**config.mk**
```make
export PLATFORM = sky130hd
export DESIGN_NAME = arm_branch_predictor
export DESIGN_NICKNAME = d
export VERILOG_FILES = /design/src/rtl/arm_bp_pkg.sv /design/src/rtl/arm_bp_table.sv /design/src/rtl/arm_branch_predictor.sv
export SDC_FILE = /design/constraint.sdc
export NUM_CORES = 2
export LEC_CHECK = 0
export ABC_CLOCK_PERIOD_IN_PS = 44200
export CELL_PAD_IN_SITES_DETAIL_PLACEMENT = 2
export CELL_PAD_IN_SITES_GLOBAL_PLACEMENT = 2
export CORE_MARGIN = 2
export CORE_UTILIZATION = 40
export CTS_CLUSTER_SIZE = 28
export DETAILED_ROUTE_END_ITERATION = 10
export GPL_TIMING_DRIVEN = 1
export PLACE_DENSITY = 0.71
export SLEW_MARGIN = 20
export SYNTH_ARGS = -nofsm -noshare
export SYNTH_HDL_FRONTEND = slang
export SYNTH_SLANG_ARGS = --single-unit
```
**constraint.sdc**
```tcl
create_clock -name i_CLK -period 44.2 [get_ports i_CLK]
set_input_delay 4.42 -clock i_CLK [delete_from_list [all_inputs] [get_ports i_CLK]]
set_output_delay 4.42 -clock i_CLK [all_outputs]
set_load 0.02 [all_outputs]
```
**src/rtl/arm_bp_pkg.sv**
```systemverilog
// Shared types for the branch predictor: 2-bit direction counter, per-entry state, counter update rule.
package arm_bp_pkg;

    typedef enum logic [1:0] {
        CTR_SNT = 2'b00,
        CTR_WNT = 2'b01,
        CTR_WT  = 2'b10,
        CTR_ST  = 2'b11
    } bp_ctr_e;

    // Per-entry state; tag and target live beside it at their parameterised widths.
    typedef struct packed {
        logic    valid;
        bp_ctr_e ctr;
    } bp_entry_t;

    function automatic bp_ctr_e ctr_update(input bp_ctr_e ctr, input logic taken);
        bp_ctr_e nxt;
        nxt = ctr;
        case (ctr)
            CTR_SNT: nxt = taken ? CTR_WNT : CTR_SNT;
            CTR_WNT: nxt = taken ? CTR_WT  : CTR_SNT;
            CTR_WT:  nxt = taken ? CTR_ST  : CTR_WNT;
            CTR_ST:  nxt = taken ? CTR_ST  : CTR_WT;
            default: nxt = CTR_SNT;
        endcase
        return nxt;
    endfunction

endpackage

```
**src/rtl/arm_bp_table.sv**
```systemverilog
// Direct-mapped predictor table: one lookup read port, one read-modify-write update port.
module arm_bp_table
    import arm_bp_pkg::*;
#(
    parameter int unsigned Entries = 16,
    parameter int unsigned IdxW    = 4,
    parameter int unsigned TagW    = 26,
    parameter int unsigned DataW   = 32
) (
    input  logic             clk,
    input  logic             rst,
    input  logic             flush,
    input  logic [IdxW-1:0]  rd_idx,
    output logic             rd_valid,
    output bp_ctr_e          rd_ctr,
    output logic [TagW-1:0]  rd_tag,
    output logic [DataW-1:0] rd_target,
    input  logic             wr_en,
    input  logic [IdxW-1:0]  wr_idx,
    input  logic [TagW-1:0]  wr_tag,
    input  logic [DataW-1:0] wr_target,
    input  logic             wr_taken
);

    bp_entry_t        meta_q   [Entries];
    logic [TagW-1:0]  tag_q    [Entries];
    logic [DataW-1:0] target_q [Entries];
    logic             wr_hit;

    assign rd_valid  = meta_q[rd_idx].valid;
    assign rd_ctr    = meta_q[rd_idx].ctr;
    assign rd_tag    = tag_q[rd_idx];
    assign rd_target = target_q[rd_idx];

    assign wr_hit = meta_q[wr_idx].valid && (tag_q[wr_idx] == wr_tag);

    // Flush beats a same-cycle update; a not-taken miss leaves the entry alone.
    always_ff @(posedge clk or posedge rst) begin
        if (rst) begin
            for (int unsigned i = 0; i < Entries; i++) begin
                meta_q[IdxW'(i)]   <= '{valid: 1'b0, ctr: CTR_SNT};
                tag_q[IdxW'(i)]    <= '0;
                target_q[IdxW'(i)] <= '0;
            end
        end else if (flush) begin
            for (int unsigned i = 0; i < Entries; i++) begin
                meta_q[IdxW'(i)].valid <= 1'b0;
            end
        end else if (wr_en) begin
            if (wr_hit) begin
                meta_q[wr_idx].ctr <= ctr_update(meta_q[wr_idx].ctr, wr_taken);
                if (wr_taken) begin
                    target_q[wr_idx] <= wr_target;
                end
            end else if (wr_taken) begin
                meta_q[wr_idx]   <= '{valid: 1'b1, ctr: CTR_WT};
                tag_q[wr_idx]    <= wr_tag;
                target_q[wr_idx] <= wr_target;
            end
        end
    end

endmodule

```
**src/rtl/arm_branch_predictor.sv**
```systemverilog
// Branch target buffer with 2-bit direction counters, execute-stage mispredict detection and tally.
module arm_branch_predictor
    import arm_bp_pkg::*;
#(
    parameter int unsigned BusWidth   = 32,
    parameter int unsigned Entries    = 16,
    parameter int unsigned CountWidth = 16
) (
    input  logic                  i_CLK,
    input  logic                  i_RESET,
    input  logic [BusWidth-1:0]   i_Fetch_PC,
    output logic                  o_Predict_Taken,
    output logic [BusWidth-1:0]   o_Predict_Target,
    input  logic                  i_Update_Valid,
    input  logic [BusWidth-1:0]   i_Update_PC,
    input  logic [BusWidth-1:0]   i_Update_Target,
    input  logic                  i_Update_Taken,
    input  logic                  i_Update_Pred_Taken,
    input  logic [BusWidth-1:0]   i_Update_Pred_Target,
    input  logic                  i_Flush_All,
    output logic                  o_Mispredict,
    output logic [BusWidth-1:0]   o_Redirect_PC,
    output logic [CountWidth-1:0] o_Mispredict_Count
);

    localparam int unsigned IdxW = $clog2(Entries);
    localparam int unsigned TagW = BusWidth - IdxW - 2;

    logic [IdxW-1:0]     fetch_idx;
    logic [TagW-1:0]     fetch_tag;
    logic [IdxW-1:0]     upd_idx;
    logic [TagW-1:0]     upd_tag;
    logic                rd_valid;
    bp_ctr_e             rd_ctr;
    logic [TagW-1:0]     rd_tag;
    logic [BusWidth-1:0] rd_target;
    logic                hit;
    logic                unused_fetch_lsbs;

    // Instructions are word aligned, so the low two PC bits carry no information.
    assign fetch_idx         = i_Fetch_PC[IdxW+1:2];
    assign fetch_tag         = i_Fetch_PC[BusWidth-1:IdxW+2];
    assign upd_idx           = i_Update_PC[IdxW+1:2];
    assign upd_tag           = i_Update_PC[BusWidth-1:IdxW+2];
    assign unused_fetch_lsbs = ^i_Fetch_PC[1:0];

    arm_bp_table #(
        .Entries (Entries),
        .IdxW    (IdxW),
        .TagW    (TagW),
        .DataW   (BusWidth)
    ) u_table (
        .clk       (i_CLK),
        .rst       (i_RESET),
        .flush     (i_Flush_All),
        .rd_idx    (fetch_idx),
        .rd_valid  (rd_valid),
        .rd_ctr    (rd_ctr),
        .rd_tag    (rd_tag),
        .rd_target (rd_target),
        .wr_en     (i_Update_Valid),
        .wr_idx    (upd_idx),
        .wr_tag    (upd_tag),
        .wr_target (i_Update_Target),
        .wr_taken  (i_Update_Taken)
    );

    assign hit              = rd_valid && (rd_tag == fetch_tag);
    assign o_Predict_Taken  = hit && (rd_ctr inside {CTR_WT, CTR_ST});
    assign o_Predict_Target = hit ? rd_target : '0;

    assign o_Mispredict  = i_Update_Valid &&
                           ((i_Update_Pred_Taken != i_Update_Taken) ||
                            (i_Update_Taken && i_Update_Pred_Taken &&
                             (i_Update_Pred_Target != i_Update_Target)));
    assign o_Redirect_PC = i_Update_Taken ? i_Update_Target : i_Update_PC + BusWidth'(4);

    // Saturating tally; flushes do not touch it.
    always_ff @(posedge i_CLK or posedge i_RESET) begin
        if (i_RESET) begin
            o_Mispredict_Count <= '0;
        end else if (o_Mispredict && (o_Mispredict_Count != '1)) begin
            o_Mispredict_Count <= o_Mispredict_Count + CountWidth'(1);
        end
    end

endmodule

```
* After elaboration in Yosys (flattened, before gate mapping)
Cells that the tools add are included.
** Storage, ports and cells
- Register bits after elaboration :: 992
- Word-level logic and storage cells :: 160
- Output and inout bits :: 82
- Input port bits :: 134
** Operators by class
- Equal/unequal tests :: 10
- $lt $le $gt $ge :: 3
- Muxes and demuxes :: 55
- $add $sub $neg :: 2
- Bitwise logic cells :: 7
- Reductions and logical operators :: 18
** Operators with widths (number)
- 512-bit bitwise mux :: 1
- 416-bit bitwise mux :: 1
- 26-bit binary-select mux with 4-bit select :: 2
- 32-bit 2-to-1 mux :: 5
- 48-bit 2-to-1 mux :: 3
- 26-bit 2-to-1 mux :: 5
- 32-bit binary-select mux with 4-bit select :: 1
- 32-bit demux with 4-bit select :: 1
- 26-bit demux with 4-bit select :: 1
- 26-bit == test :: 2
- 48-bit bitwise mux :: 1
- 32-bit by 3-bit adder with 32-bit output (second input constant) :: 1
- 32-bit inequality test :: 1
- 32-bit bitwise OR :: 1
- 3-bit binary-select mux with 4-bit select :: 2
- 3-bit demux with 4-bit select :: 2
- 1-bit 2-to-1 mux :: 18
- 16-bit by 1-bit adder with 16-bit output (second input constant) :: 1
- 16-bit bitwise AND :: 1
- 16-bit inequality test (second input constant) :: 1
- 16-bit NOT :: 1
- 3-bit 2-to-1 mux :: 5
- 2-bit 2-to-1 mux :: 6
- 5-bit >= comparator (second input constant) :: 2
- other kinds (15) :: 30

* Logic depth before layout (Yosys ltp)
- Depth in word-level cells :: 13
- Mapped depth :: 16
- Mapped depth without buffers :: 9

* Modules after synthesis
Synthesis repeated with hierarchy kept, for this count alone.
** Second synthesis, totals
- Cell total of the unflattened synthesis :: 3528
- Area, all modules :: 52017.4 um^2
** Modules (own cells, without submodules)
- arm_bp_table :: times used 1, seq. area each 24423.4 um^2, cells an instance 3189, area an instance 49482.5 um^2
- arm_branch_predictor :: times used 1, seq. area each 400.4 um^2, cells an instance 339, area an instance 2534.9 um^2

* Worst setup path after synthesis
Ideal clock, no wire load.
- Path type :: input -> output
- From :: in i_Fetch_PC[3]
- To :: out o_Predict_Target[10]
- Data required time :: 39.780 ns
- Stages on the path :: 10
- Data arrival time :: 7.667 ns
- Setup slack :: 32.113 ns
- Path buffers :: 4
- Path through :: clkbuf_1 > clkbuf_1 > clkbuf_1 > mux4_2 > mux4_2 > xor2_1 > nor4_1 > nand4_1 > clkbuf_1 > nor2b_1
** On the way
- Longest elaborated chain between the ends :: 7
- Elaborated cells on any way between the ends :: 13
- Classes of those cells :: eq/ne: 1; mux: 10; bitwise: 1; reduce/logical: 1
** RTL lines
- start, declared :: RTL line arm_branch_predictor.sv:11 : input logic [BusWidth-1:0] i_Fetch_PC,
- 4-bit NOT with 5-bit output (implied by the code) * :: RTL line arm_bp_table.sv:30, arm_bp_table.sv:32, arm_bp_table.sv:33
- 26-bit binary-select mux with 4-bit select :: RTL line arm_bp_table.sv:32 : assign rd_tag = tag_q[rd_idx];
- 26-bit 2-to-1 mux (implied by the code) (2 in series) :: RTL line arm_bp_table.sv:32
- 26-bit == test :: RTL line arm_branch_predictor.sv:68 : assign hit = rd_valid && (rd_tag == fetch_tag);
- 1-bit logical AND :: RTL line arm_branch_predictor.sv:68
- 32-bit 2-to-1 mux * :: RTL line arm_branch_predictor.sv:70 : assign o_Predict_Target = hit ? rd_target : '0;
- end, declared :: RTL line arm_branch_predictor.sv:13 : output logic [BusWidth-1:0] o_Predict_Target,
Every way passes the cells marked *; elsewhere a longest branch is shown, timed or not. The select of a mux whose other input is x is not followed.

* Final worst setup path
- From :: in i_Fetch_PC[2]
- To :: out o_Predict_Target[31]
Same word-level chain as after synthesis.

==> impl_metrics.yaml <==
clocking:
  clk_latency_ns: 0.77
  cts.clk_slew.worst_paths_ns: 0.06
  cts_sinks: 992
  cts_tree: "built"
  cts_buffer_depth: 3
  post_cts_buffers: 0
  post_cts_resized: 0
  htree_levels: 3
  ctsHoldBuffers: 0
  cts_made_buffers: 115
  cts_root_buf: "clkbuf_16"
setup_path:
  cp_max_fo: 96
  cp-end-kind: "primary output"
  crit_path_start_kind: "input pin"
  arrival_ns: 10.14
  required_ns: 39.78
  cp_slowest_cell: "buf_4"
  cpPeakStageDelay_ns: 0.72
  worstSetupPathType: "input pin to primary output"
  path_cells: "buf_8 > buf_4 > buf_12 > mux4_2 > mux4_2 > xnor2_1 > nand4_1 > nor4_1 > nand4_1 > buf_4 > nor2b_1 > clkdlybuf4s50_1"
final_layout:
  fin_cells: 5260
  syn2layout_area_growth_pct: 14.23
  drive_above_1_share_pct: 46.65
  final_core_util_pct: 46.00
  final_nets: 3640
floorplan:
  ios: 216
  core_um2: 127400
  start_util_pct: 40.27
  dieArea_um2: 131100
  row_count: 131
  die_w_um: 362.1
  die_y_um: 362.1
logic_synthesis:
  yosysWarnings: 0
  ys_ff_latch: 992
  synth_flop_cell: "dfrtp_1"
  synth-edff-count: 0
  yosysSeqAreaShare_pct: 48.40
  syn_area_per_cell_um2: 14.92
  syn_area_um2: 51290
  synth.net_count: 3578
  synthArstFlopShare_pct: 100.0
  ys_types: 70
  syn_inst: 3438
timing:
  period_needed_ns: 14.56
  finalSetupTns_ns: 0
  rsz0062_at_grt: "no"
  tightest_slew_ns: 1.246
  drv_slew: 0
  setup_viol_count_final: 0
  finalCritPeriodShare_pct: 32.95
  clock_skew_ns: 0.04785
  hold_violations: 0
  max_freq_ghz: 0.06867
  slew_headroom_pct: 16.79
place:
  portBuffers: 213
  place_congestion: 0.8514
  hpwl_um: 110600
  dp_cells: 5045
route:
  drt-initial-drc-count: 2530
  drc: 0
  wl_um: 179600
  vias: 32440
  dr.pass1.iters: 7
  viasPerCell: 6.168
  wl_per_cell_um: 34.15
  ant_nets: 0
grt:
  gr-total-overflow: 0
  antenna_found_initial: 12
  grt_pass1_wl_um: 266400
  grt_pass1_vias: 36940
  groute.usage.overall_pct: 27.77
  grt_max_degree: 174
pwr:
  p_leak_nw: 25.98
  power.total_mw: 2.534
  power_density_nw_per_um2: 43.25
  vdd.ir_drop.worst_v: 0.00003141
min_path:
  hold_path_class: "flip-flop to flip-flop"
outcome:
  status: "complete, no violations"
flow_run:
  drv_cap: 0
==> worst paths after layout <==
path	slack, ns	cells after the start	start	end
worst max register to register	38.72	10	u_table.tag_q[219]	u_table.tag_q[23]
worst min-delay path	0.50	1	u_table.target_q[395]	u_table.target_q[395]
worst max-delay path	29.64	12	i_Fetch_PC[2]	o_Predict_Target[31]
worst min register to register	0.50	1	u_table.target_q[395]	u_table.target_q[395]
max in group asynchronous	35.99	6	i_RESET	u_table.tag_q[389]
min in group asynchronous	4.24	2	i_RESET	o_Mispredict_Count[14]
==> flip-flops by register name, indices dropped and copies added (netlist names) <==
register            count
o_Mispredict_Count     16
u_table.tag_q         416
u_table.meta_q         48
u_table.target_q      512
==> stage by stage <==
step	hold slack, ns	setup slack [ns]	instance area, um2
after floorplan	0.4609	11.87	51290
after global placement	0.4789	29.54	54610
after detailed placement	0.4900	29.53	54610
after CTS	0.5036	29.55	58550
after global routing	0.5112	29.27	58580
final	0.5014	29.64	58590
==> cell usage in the layout, fill, tap and decap left out, types with 35 or more instances in the layout <==
| master | n |
|---|---|
| xnor2_1 | 80 |
| clkbuf_8 | 35 |
| clkbuf_16 | 115 |
| nor2_1 | 46 |
| o21ai_0 | 76 |
| clkdlybuf4s50_1 | 204 |
| mux2_2 | 883 |
| buf_4 | 79 |
| mux2_4 | 76 |
| nor2b_1 | 43 |
| mux4_2 | 391 |
| mux2i_1 | 59 |
| dfrtp_1 | 992 |
| xor2_1 | 37 |
| nand2_1 | 89 |
==> synthesized netlist by cell type, types with 20 or more instances <==
library cell | instances | area share, %
buf_1 | 48 | 0.35
buf_2 | 30 | 0.29
buf_4 | 41 | 0.60
buf_6 | 21 | 0.46
clkbuf_1 | 211 | 1.5
dfrtp_1 | 992 | 48
inv_1 | 29 | 0.21
mux2_2 | 883 | 19
mux2_4 | 76 | 2.2
mux2i_1 | 59 | 1.2
mux4_2 | 391 | 17
nand2_1 | 89 | 0.65
nand3_1 | 36 | 0.35
nand4_1 | 28 | 0.34
nor2_1 | 46 | 0.34
nor2b_1 | 43 | 0.52
nor3_1 | 20 | 0.20
o21ai_0 | 76 | 0.74
xnor2_1 | 80 | 1.4
xor2_1 | 37 | 0.63
==> logic make-up after synthesis <==
family / Yosys count / share of synthesized area [%]
xor+xnor: 117 / 1.998
compound gates: 203 / 2.671
simple gates: 326 / 3.335
mux: 1409 / 39.93
buf+inv: 384 / 3.494
flops: 992 / 48.40
fa+ha+maj: 7 / 0.1659
==> layout make-up <==
cell class | instances | area [um2]
antenna | 3 | 7.507
clock buffer | 174 | 3450
clock inverter | 38 | 490.5
fill | 11700 | 68770
inverter | 32 | 127.6
multi-input combinational | 2062 | 24780
sequential | 992 | 24820
tap | 1662 | 2079
timing repair buffer | 297 | 2829
==> report_power, final <==
group / internal (mW) / total (mW) / switching, mW / leakage, nW
registers: 1.03 / 1.11 / 0.0857 / 13.2
clock network: 0.585 / 0.997 / 0.413 / 1.94
logic: 0.230 / 0.423 / 0.193 / 10.8
total: 1.84 / 2.53 / 0.692 / 26.0
==> layer usage <==
metal	vias to the layer above	wire length, um	global-route usage (%)
met5	-	50	0
met4	6	6207	10.11
met3	331	9612	4.637
met2	971	88380	45.91
met1	18110	75370	36.87
li1	13020	-	-
==> critical path, delay by kind of cell <==
| kind | cells | cell delay, ns |
|---|---|---|
| AND/OR/NAND/NOR | 4 | 1.08 |
| multiplexers | 2 | 1.20 |
| XOR/XNOR | 1 | 0.21 |
| buffers and inverters | 5 | 2.95 |
No activity file was read; power rests on OpenSTA's default activity.
